**src/rtl/clb_multi.sv**
```systemverilog
// Configurable logic block with NUM_LUTS bit-serially configured LUTs and a config daisy-chain port.
// Each LUT input selects a neighbour, IO, feedback FF or constant; outputs are combinational or registered.
module clb_multi #(
  parameter int NUM_NEIGHBOUR_SIGNALS = 8,
  parameter int NUM_IO_SIGNALS        = 4,
  parameter int LUT_WIDTH             = 4,
  parameter int NUM_LUTS              = 2,
  parameter int IDX_BITS              = 8
) (
  input  logic                             clk,
  input  logic                             rst,
  input  logic                             cfg_start,
  input  logic                             cfg_valid,
  input  logic                             cfg_data,
  output logic                             cfg_start_out,
  output logic                             cfg_valid_out,
  output logic                             cfg_data_out,
  output logic                             cfg_done,
  input  logic                             run,
  input  logic [NUM_NEIGHBOUR_SIGNALS-1:0] run_in_neighbours,
  input  logic [NUM_IO_SIGNALS-1:0]        run_in_io,
  output logic [NUM_LUTS-1:0]              run_out
);

  localparam int TT_SIZE = 1 << LUT_WIDTH;
  localparam int CNT_MAX = (IDX_BITS > TT_SIZE) ? IDX_BITS : TT_SIZE;
  localparam int BIT_W   = $clog2(CNT_MAX);
  localparam int LUT_W   = (NUM_LUTS > 1) ? $clog2(NUM_LUTS) : 1;
  localparam int INP_W   = (LUT_WIDTH > 1) ? $clog2(LUT_WIDTH) : 1;
  localparam int NB_W    = (NUM_NEIGHBOUR_SIGNALS > 1) ? $clog2(NUM_NEIGHBOUR_SIGNALS) : 1;
  localparam int IO_W    = (NUM_IO_SIGNALS > 1) ? $clog2(NUM_IO_SIGNALS) : 1;
  localparam int FB_W    = LUT_W;

  typedef enum logic [2:0] {
    UNCONFIGURED,
    LOAD_TYPE,
    LOAD_INDEX,
    LOAD_TT,
    LOAD_MODE,
    CONFIGURED
  } state_t;

  state_t             state_q, state_d;
  logic [LUT_W-1:0]   lut_q, lut_d;
  logic [INP_W-1:0]   inp_q, inp_d;
  logic [BIT_W-1:0]   bit_q, bit_d;
  logic               done_q, done_d;

  logic [NUM_LUTS-1:0][LUT_WIDTH-1:0][1:0]          type_q;
  logic [NUM_LUTS-1:0][LUT_WIDTH-1:0][IDX_BITS-1:0] idx_q;
  logic [NUM_LUTS-1:0][TT_SIZE-1:0]                 tt_q;
  logic [NUM_LUTS-1:0]                              mode_q;
  logic [NUM_LUTS-1:0]                              ff_q;
  logic                                             start_out_q, valid_out_q, data_out_q;

  logic [NUM_LUTS-1:0][LUT_WIDTH-1:0] lut_in;
  logic [NUM_LUTS-1:0]                lut_comb;
  logic                               accept;

  // a start pulse always wins over a coincident data bit
  assign accept = cfg_valid & ~cfg_start;

  always_ff @(posedge clk or posedge rst) begin
    if (rst) begin
      state_q <= UNCONFIGURED;
      lut_q   <= '0;
      inp_q   <= '0;
      bit_q   <= '0;
      done_q  <= 1'b0;
    end else begin
      state_q <= state_d;
      lut_q   <= lut_d;
      inp_q   <= inp_d;
      bit_q   <= bit_d;
      done_q  <= done_d;
    end
  end

  always_comb begin
    state_d = state_q;
    lut_d   = lut_q;
    inp_d   = inp_q;
    bit_d   = bit_q;
    done_d  = done_q;
    if (cfg_start) begin
      state_d = LOAD_TYPE;
      lut_d   = '0;
      inp_d   = '0;
      bit_d   = '0;
      done_d  = 1'b0;
    end else if (cfg_valid) begin
      case (state_q)
        LOAD_TYPE: begin
          if (bit_q == BIT_W'(1)) begin
            bit_d   = '0;
            state_d = LOAD_INDEX;
          end else begin
            bit_d = bit_q + 1'b1;
          end
        end
        LOAD_INDEX: begin
          if (bit_q == BIT_W'(IDX_BITS - 1)) begin
            bit_d = '0;
            if (inp_q == INP_W'(LUT_WIDTH - 1)) begin
              inp_d   = '0;
              state_d = LOAD_TT;
            end else begin
              inp_d   = inp_q + 1'b1;
              state_d = LOAD_TYPE;
            end
          end else begin
            bit_d = bit_q + 1'b1;
          end
        end
        LOAD_TT: begin
          if (bit_q == BIT_W'(TT_SIZE - 1)) begin
            bit_d   = '0;
            state_d = LOAD_MODE;
          end else begin
            bit_d = bit_q + 1'b1;
          end
        end
        LOAD_MODE: begin
          if (lut_q == LUT_W'(NUM_LUTS - 1)) begin
            lut_d   = '0;
            state_d = CONFIGURED;
            done_d  = 1'b1;
          end else begin
            lut_d   = lut_q + 1'b1;
            state_d = LOAD_TYPE;
          end
        end
        default: ;
      endcase
    end
  end

  // fields shift in MSB-first; the first truth-table bit ends up in the top entry
  always_ff @(posedge clk or posedge rst) begin
    if (rst) begin
      type_q <= '0;
      idx_q  <= '0;
      tt_q   <= '0;
      mode_q <= '0;
    end else if (accept) begin
      case (state_q)
        LOAD_TYPE:  type_q[lut_q][inp_q] <= {type_q[lut_q][inp_q][0], cfg_data};
        LOAD_INDEX: idx_q[lut_q][inp_q]  <= {idx_q[lut_q][inp_q][IDX_BITS-2:0], cfg_data};
        LOAD_TT:    tt_q[lut_q]          <= {tt_q[lut_q][TT_SIZE-2:0], cfg_data};
        LOAD_MODE:  mode_q[lut_q]        <= cfg_data;
        default: ;
      endcase
    end
  end

  always_ff @(posedge clk or posedge rst) begin
    if (rst) begin
      start_out_q <= 1'b0;
      valid_out_q <= 1'b0;
      data_out_q  <= 1'b0;
    end else begin
      start_out_q <= cfg_start;
      valid_out_q <= (state_q == CONFIGURED) && accept;
      data_out_q  <= (state_q == CONFIGURED) && accept && cfg_data;
    end
  end

  // feedback reads only the output FFs, so no combinational loop can form
  always_comb begin
    lut_in = '0;
    for (int k = 0; k < NUM_LUTS; k++) begin
      for (int i = 0; i < LUT_WIDTH; i++) begin
        case (type_q[k][i])
          2'd0: lut_in[k][i] = (int'(idx_q[k][i]) < NUM_NEIGHBOUR_SIGNALS) ?
                               run_in_neighbours[idx_q[k][i][NB_W-1:0]] : 1'b0;
          2'd1: lut_in[k][i] = (int'(idx_q[k][i]) < NUM_IO_SIGNALS) ?
                               run_in_io[idx_q[k][i][IO_W-1:0]] : 1'b0;
          2'd2: lut_in[k][i] = (int'(idx_q[k][i]) < NUM_LUTS) ?
                               ff_q[idx_q[k][i][FB_W-1:0]] : 1'b0;
          default: lut_in[k][i] = idx_q[k][i][0];
        endcase
      end
    end
  end

  always_comb begin
    lut_comb = '0;
    for (int k = 0; k < NUM_LUTS; k++) begin
      lut_comb[k] = tt_q[k][lut_in[k]];
    end
  end

  always_ff @(posedge clk or posedge rst) begin
    if (rst) begin
      ff_q <= '0;
    end else if (cfg_start) begin
      ff_q <= '0;
    end else if (run && done_q) begin
      ff_q <= lut_comb;
    end
  end

  assign run_out       = (mode_q & ff_q) | (~mode_q & {NUM_LUTS{done_q}} & lut_comb);
  assign cfg_done      = done_q;
  assign cfg_start_out = start_out_q;
  assign cfg_valid_out = valid_out_q;
  assign cfg_data_out  = data_out_q;

endmodule

```
**config.mk**
```make
export PLATFORM = sky130hd
export DESIGN_NAME = clb_multi
export DESIGN_NICKNAME = d
export VERILOG_FILES = /design/src/rtl/clb_multi.sv
export SDC_FILE = /design/constraint.sdc
export NUM_CORES = 1
export LEC_CHECK = 0
export CAP_MARGIN = 20
export CORE_UTILIZATION = 35
export DETAILED_ROUTE_END_ITERATION = 8
export GPL_ROUTABILITY_DRIVEN = 0
export GPL_TIMING_DRIVEN = 1
export RECOVER_POWER = 50
export SYNTH_ARGS = -nofsm -noshare
export SYNTH_HDL_FRONTEND = slang
export SYNTH_SLANG_ARGS = --single-unit
```
**constraint.sdc**
```tcl
create_clock -name clk -period 4.5 [get_ports clk]
set_clock_uncertainty 0.1 [all_clocks]
set_input_delay 0.9 -clock clk [delete_from_list [all_inputs] [get_ports clk]]
set_output_delay 0.9 -clock clk [all_outputs]
set_load 0.005 [all_outputs]
```
-- After elaboration in Yosys (flattened, before gate mapping)
Cells that the tools add are included.
Widths: inputs -> output; s select.
- $add $sub $neg: 3
- $lt $le $gt $ge: 54
- equality and inequality tests: 28
- multiplexer cells: 139
- bitwise operators: 7
- reductions and logical operators: 30
- operators with widths (cell ; number):
    $mux 32 ; 3
    $mux 1 ; 68
    $bwmux 64 ; 1
    $lt 8x2->1 const B ; 8
    $lt 8x3->1 const B ; 8
    $lt 8x4->1 const B ; 8
    $bwmux 32 ; 1
    $demux 32 s1 ; 1
    $lt 3x4->1 const B ; 8
    $mux 8 ; 4
    $mux 15 ; 2
    $lt 2x3->1 const B ; 9
    $bmux 1 s3 ; 8
    $pmux 1 s3 ; 8
    $mux 4 ; 5
    $eq 2x2->1 const B ; 9
    $lt 1x2->1 const B ; 9
    $mux 2 ; 9
    $mux 3 ; 6
    $bmux 1 s2 ; 8
    $bmux 8 s2 ; 1
    $bwmux 16 ; 1
    $demux 16 s1 ; 1
    $demux 8 s2 ; 1
    other kinds (37) ; 74
- register bits: 130
- input port bits: 18
- word-level logic and storage cells: 289

-- Longest topological paths before layout
- depth in word-level cells: 8
- gate-level depth with buffers: 10
- mapped depth without buffers: 10

-- Worst setup path before layout
No wires, ideal clock.
- path kind: input-to-output
- start: in run_in_neighbours[3]
- end: out run_out[0]
- arrival time: 2933 ps
- required time: 3500 ps
- setup slack: 567 ps
- stages: 8
- cells stage by stage: mux4_2 o41ai_2 nor3_1 a32o_2 mux4_1 mux4_2 nand2_1 o21ai_1
- longest elaborated chain between the ends: 8
- ends and longest elaborated chain (element ; RTL line ; text):
    from (decl) ; 20 ; input logic [NUM_NEIGHBOUR_SIGNALS-1:0] run_in_neighbours,
    $bmux 1 s3 ; 175 ; run_in_neighbours[idx_q[k][i][NB_W-1:0]] : 1'b0;
    $mux 1 (not written as such) ; 175 ;
    $mux 1 ; 174 ; 2'd0: lut_in[k][i] = (int'(idx_q[k][i]) < NUM_NEIGHBOUR_SIGNALS) ?
    $pmux 1 s3 ; 173 ; case (type_q[k][i])
    $bmux 1 s4 (*) ; 189 ; lut_comb[k] = tt_q[k][lut_in[k]];
    $mux 1 (not written as such) (*) ; 189 ;
    $and 2x2->2 (*) ; 203 ; assign run_out = (mode_q & ff_q) | (~mode_q & {NUM_LUTS{done_q}} & lut_comb);
    $or 2x2->2 (*) ; 203 ;
    to (decl) ; 22 ; output logic [NUM_LUTS-1:0] run_out
Every way passes the cells marked *; elsewhere a longest branch is shown, timed or not. The select of a mux whose other input is x is not followed.

-- Worst setup path in the final report
Ends and elaborated chain as after synthesis.

==> flow_summary.ini <==
[timing]
fin_crit_sh_pct = 97.34
period_needed_ns = 4.380
maxSlewHeadroom_pct = -72.23
worst_slew_pin_tran_ns = 2.569
hold_viol = 0
report.final.slew_viol_count = 53
endpoints_failing_setup = 0
achievable_freq_mhz = 228.3
finalHoldWorstSlack_ns = 0.3867
rsz0062_at_grt = no
setup_total_negative_slack_ns = 0

[setup_path]
most_common_cell_on_crit_path = sky130_fd_sc_hd__mux4_2
crit_path_launch_type = primary input
sort_of_element_at_the_end_of_the_critical_path = primary output
worst_path_largest_cell_delay_ns = 0.52
crit_fanout = 6
worst_ep_arrival_time_ns = 3.38
worstPathCellList = buf_6 -> mux4_2 -> o41ai_2 -> nor3_1 -> a32o_2 -> mux4_2 -> mux4_2 -> nand2_2 -> o21ai_2 -> buf_2
worstPathRequired_ns = 3.50
r2r_setup_slack_ns = 1.47
critPathSlowestCell = sky130_fd_sc_hd__mux4_2
timing.setup.critical_path_class = in -> out

[pwr]
netSwitchingFraction_pct = 23.20
power-per-cell-area_nw_per_um2 = 340.7
total_leakage_power_uw = 0.003579
design_power_total_uw = 2871
cellInternalPower_uw = 2205
switching_power_uw = 666.1
seq_power_share_pct = 42.6
power.share.combinational_pct = 7.2
power_frac_clock_pct = 50.1
peakVddDrop_v = 0.0002398

[layout]
stdcell_area_sq_um = 8427
drive_above_1_share_pct = 26.79
area_growth_pct = 18.51
leading_cell_type_in_the_layout_fill_and_taps_excluded = sky130_fd_sc_hd__dfrtp_1
highest_count_cells_in_the_layout_ignoring_fill_and_taps = 129 x sky130_fd_sc_hd__dfrtp_1, 102 x sky130_fd_sc_hd__nand2_1, 64 x sky130_fd_sc_hd__o21ai_0, 62 x sky130_fd_sc_hd__mux2_2, 44 x sky130_fd_sc_hd__mux2i_1
fin_nets = 694
antenna-diode-count = 0

[global_route]
grt-ovfl-total = 0
largest_net_degree_at_the_start_of_global_routing = 60
gr-usage-all-layers_pct = 18.79
grt_pass1_wl_um = 29340
initial_antenna_violation_count = 0
grt_pass1_vias = 5354

[routing]
wirelength_um = 17930
total_vias_in_the_final_route = 5307
drt_pass1_iterations = 5
ant_nets = 0
avgViaCountPerCell = 5.598
detailedRoute.firstIterationViolations = 350
post-route-drc-count = 0
routed_wire_per_std_cell_um = 18.92

[synthesis]
yosys_most_used_dff = sky130_fd_sc_hd__dfrtp_1
netlist-cell-type-count = 52
synthCells = 634
yosys_warnings = 0
synth.yosys.seq_area_share_pct = 45.75
synth.cell_area_sq_um = 7111
number_of_enable_type_register_cells_in_the_synthesized_netlist = 0
ys_seq_elements = 130
post_synthesis_mean_instance_area_sq_um = 11.22
syn-num-nets = 658
asyncSetResetFlopFracSynth_pct = 100.0

[place]
dp.final_hpwl_um = 13070
place.port_buffers = 23
post_dp_cell_area_sq_um = 7771

[floorplanning]
fp.coreArea_sq_um = 19720
die_width_um = 144.5
floorplan.die.height_um = 144.5
floorplan.die_area_sq_um = 20890
placement_rows = 51
initial_core_util_pct = 36.06
ios = 24

[clock_network]
clk_path_buf_depth = 2
clock_latency_ns = 0.42
h_tree_levels = 4
cts.root.buffer_cell = sky130_fd_sc_hd__clkbuf_16
tritoncts.num_buffers = 17
clk_transition_reported_paths_ns = 0.06
ctsHoldBuffers = 0
tritoncts = done
clkSinkCount = 130

[worst_hold_path]
worstHoldPathType = reg -> reg

[flow_run]
max_cap_violations = 1

[outcome]
run_status = finished, violations left
failed_checks = max-capacitance violations, max-slew violations
-- final cells by class --
class                   instances  area (sq um)
clock inverters                11         151.4
inverters                       9         35.03
clock buffers                  21         470.5
flip-flops and latches        130          3254
multi-input cells             457          3676
fillers                      1791         11290
well taps                     265         331.6
repair buffers                 55         508.0
-- flip-flops by register name, indices dropped and copies added (netlist names) --
name and count:
idx_q 64, tt_q 32, type_q 16, bit_q 4
state_q 3, ff_q 2, inp_q 2, mode_q 2
cfg_data_out 1, cfg_done 1, cfg_start_out 1, cfg_valid_out 1
lut_q 1
-- power by group through the flow --
stage	Sequential [uW]	Combinational (uW)	Clock [uW]
2_1_floorplan	1230	134	0
3_3_place_gp	1240	203	0
3_5_place_dp	1240	211	0
4_1_cts	1220	209	1470
5_1_grt	1230	229	1510
6_report	1220	208	1440
-- final timing paths --
check                                     start          to  depth (start not counted)
max                        run_in_neighbours[3]  run_out[0]                         10
min                                   idx_q[31]   idx_q[31]                          2
max reg2reg                           idx_q[16]     ff_q[0]                          8
min reg2reg                           idx_q[31]   idx_q[31]                          2
max in group asynchronous                   rst   idx_q[16]                          3
min in group asynchronous                   rst   idx_q[51]                          2
-- cells in the mapped netlist, types with 2 or more instances --
| cell type | n | area [sq um] |
|---|---|---|
| sky130_fd_sc_hd__nor4_1 | 8 | 50.05 |
| sky130_fd_sc_hd__o22a_1 | 3 | 26.28 |
| sky130_fd_sc_hd__xnor2_1 | 2 | 17.52 |
| sky130_fd_sc_hd__a311oi_1 | 3 | 26.28 |
| sky130_fd_sc_hd__mux4_2 | 33 | 743.2 |
| sky130_fd_sc_hd__nor3b_1 | 4 | 30.03 |
| sky130_fd_sc_hd__o211ai_1 | 2 | 15.01 |
| sky130_fd_sc_hd__and3_1 | 2 | 12.51 |
| sky130_fd_sc_hd__a31oi_1 | 4 | 25.02 |
| sky130_fd_sc_hd__mux2_2 | 62 | 698.2 |
| sky130_fd_sc_hd__nand2b_1 | 6 | 37.54 |
| sky130_fd_sc_hd__buf_2 | 3 | 15.01 |
| sky130_fd_sc_hd__or4_1 | 6 | 45.04 |
| sky130_fd_sc_hd__mux2i_1 | 44 | 440.4 |
| sky130_fd_sc_hd__o22ai_1 | 3 | 18.77 |
| sky130_fd_sc_hd__o21ai_0 | 65 | 325.3 |
| sky130_fd_sc_hd__clkbuf_1 | 32 | 120.1 |
| sky130_fd_sc_hd__nand2_1 | 104 | 390.4 |
| sky130_fd_sc_hd__nand3_1 | 12 | 60.06 |
| sky130_fd_sc_hd__nor2_1 | 27 | 101.4 |
| sky130_fd_sc_hd__o31ai_1 | 3 | 22.52 |
| sky130_fd_sc_hd__a211oi_1 | 6 | 45.04 |
| sky130_fd_sc_hd__inv_1 | 8 | 30.03 |
| sky130_fd_sc_hd__dfrtp_1 | 130 | 3253 |
| sky130_fd_sc_hd__buf_1 | 2 | 7.510 |
| sky130_fd_sc_hd__nor2b_1 | 6 | 37.54 |
| sky130_fd_sc_hd__a21oi_1 | 8 | 40.04 |
| sky130_fd_sc_hd__nor3_1 | 12 | 60.06 |
| sky130_fd_sc_hd__nand4b_1 | 2 | 17.52 |
| sky130_fd_sc_hd__ha_1 | 6 | 75.07 |
| sky130_fd_sc_hd__mux4_1 | 5 | 131.4 |
-- critical path: cells and delay by family --
family          cells  cell delay [ns]
mux                 3             1.45
compound gates      3             0.64
buf+inv             2             0.23
simple gates        2             0.16
-- cells by family after synthesis --
group           Yosys count  share of synthesized area (%)
compound gates          111                          9.608
xor+xnor                  3                         0.3696
fa+ha+maj                 6                          1.056
buf+inv                  47                          2.639
flops                   130                          45.75
mux                     144                          28.31
simple gates            193                          12.26
-- routing by layer --
layer	share of wire [%]	GRT usage [%]	wire, um	up-vias
li1	-	-	-	2420
met1	42	23.42	7463	2661
met2	50	31.02	8918	185
met3	5.0	3.675	894	41
met4	3.7	9.418	657	0
met5	0	0	0	-
-- repair_timing --
| action | CTS | global route |
|---|---|---|
| endpoints found under the setup margin | 2 | 2 |
| buffers inserted | 0 | 0 |
| pin swaps | 5 | 7 |
| resized for setup | 34 | 33 |
| endpoints found under the hold margin | 0 | 0 |
-- stage by stage --
step / instances / setup slack, ns / util, %
after CTS: 946 / 0.0007594 / 42.50
after global routing: 948 / 0.007652 / 42.74
after detailed placement: 914 / -0.6123 / 39.41
final: 948 / 0.1198 / 42.74
after floorplan: 634 / 0.03066 / -
after global placement: 914 / -0.5732 / 39.41
No activity file was read; power rests on OpenSTA's default activity.
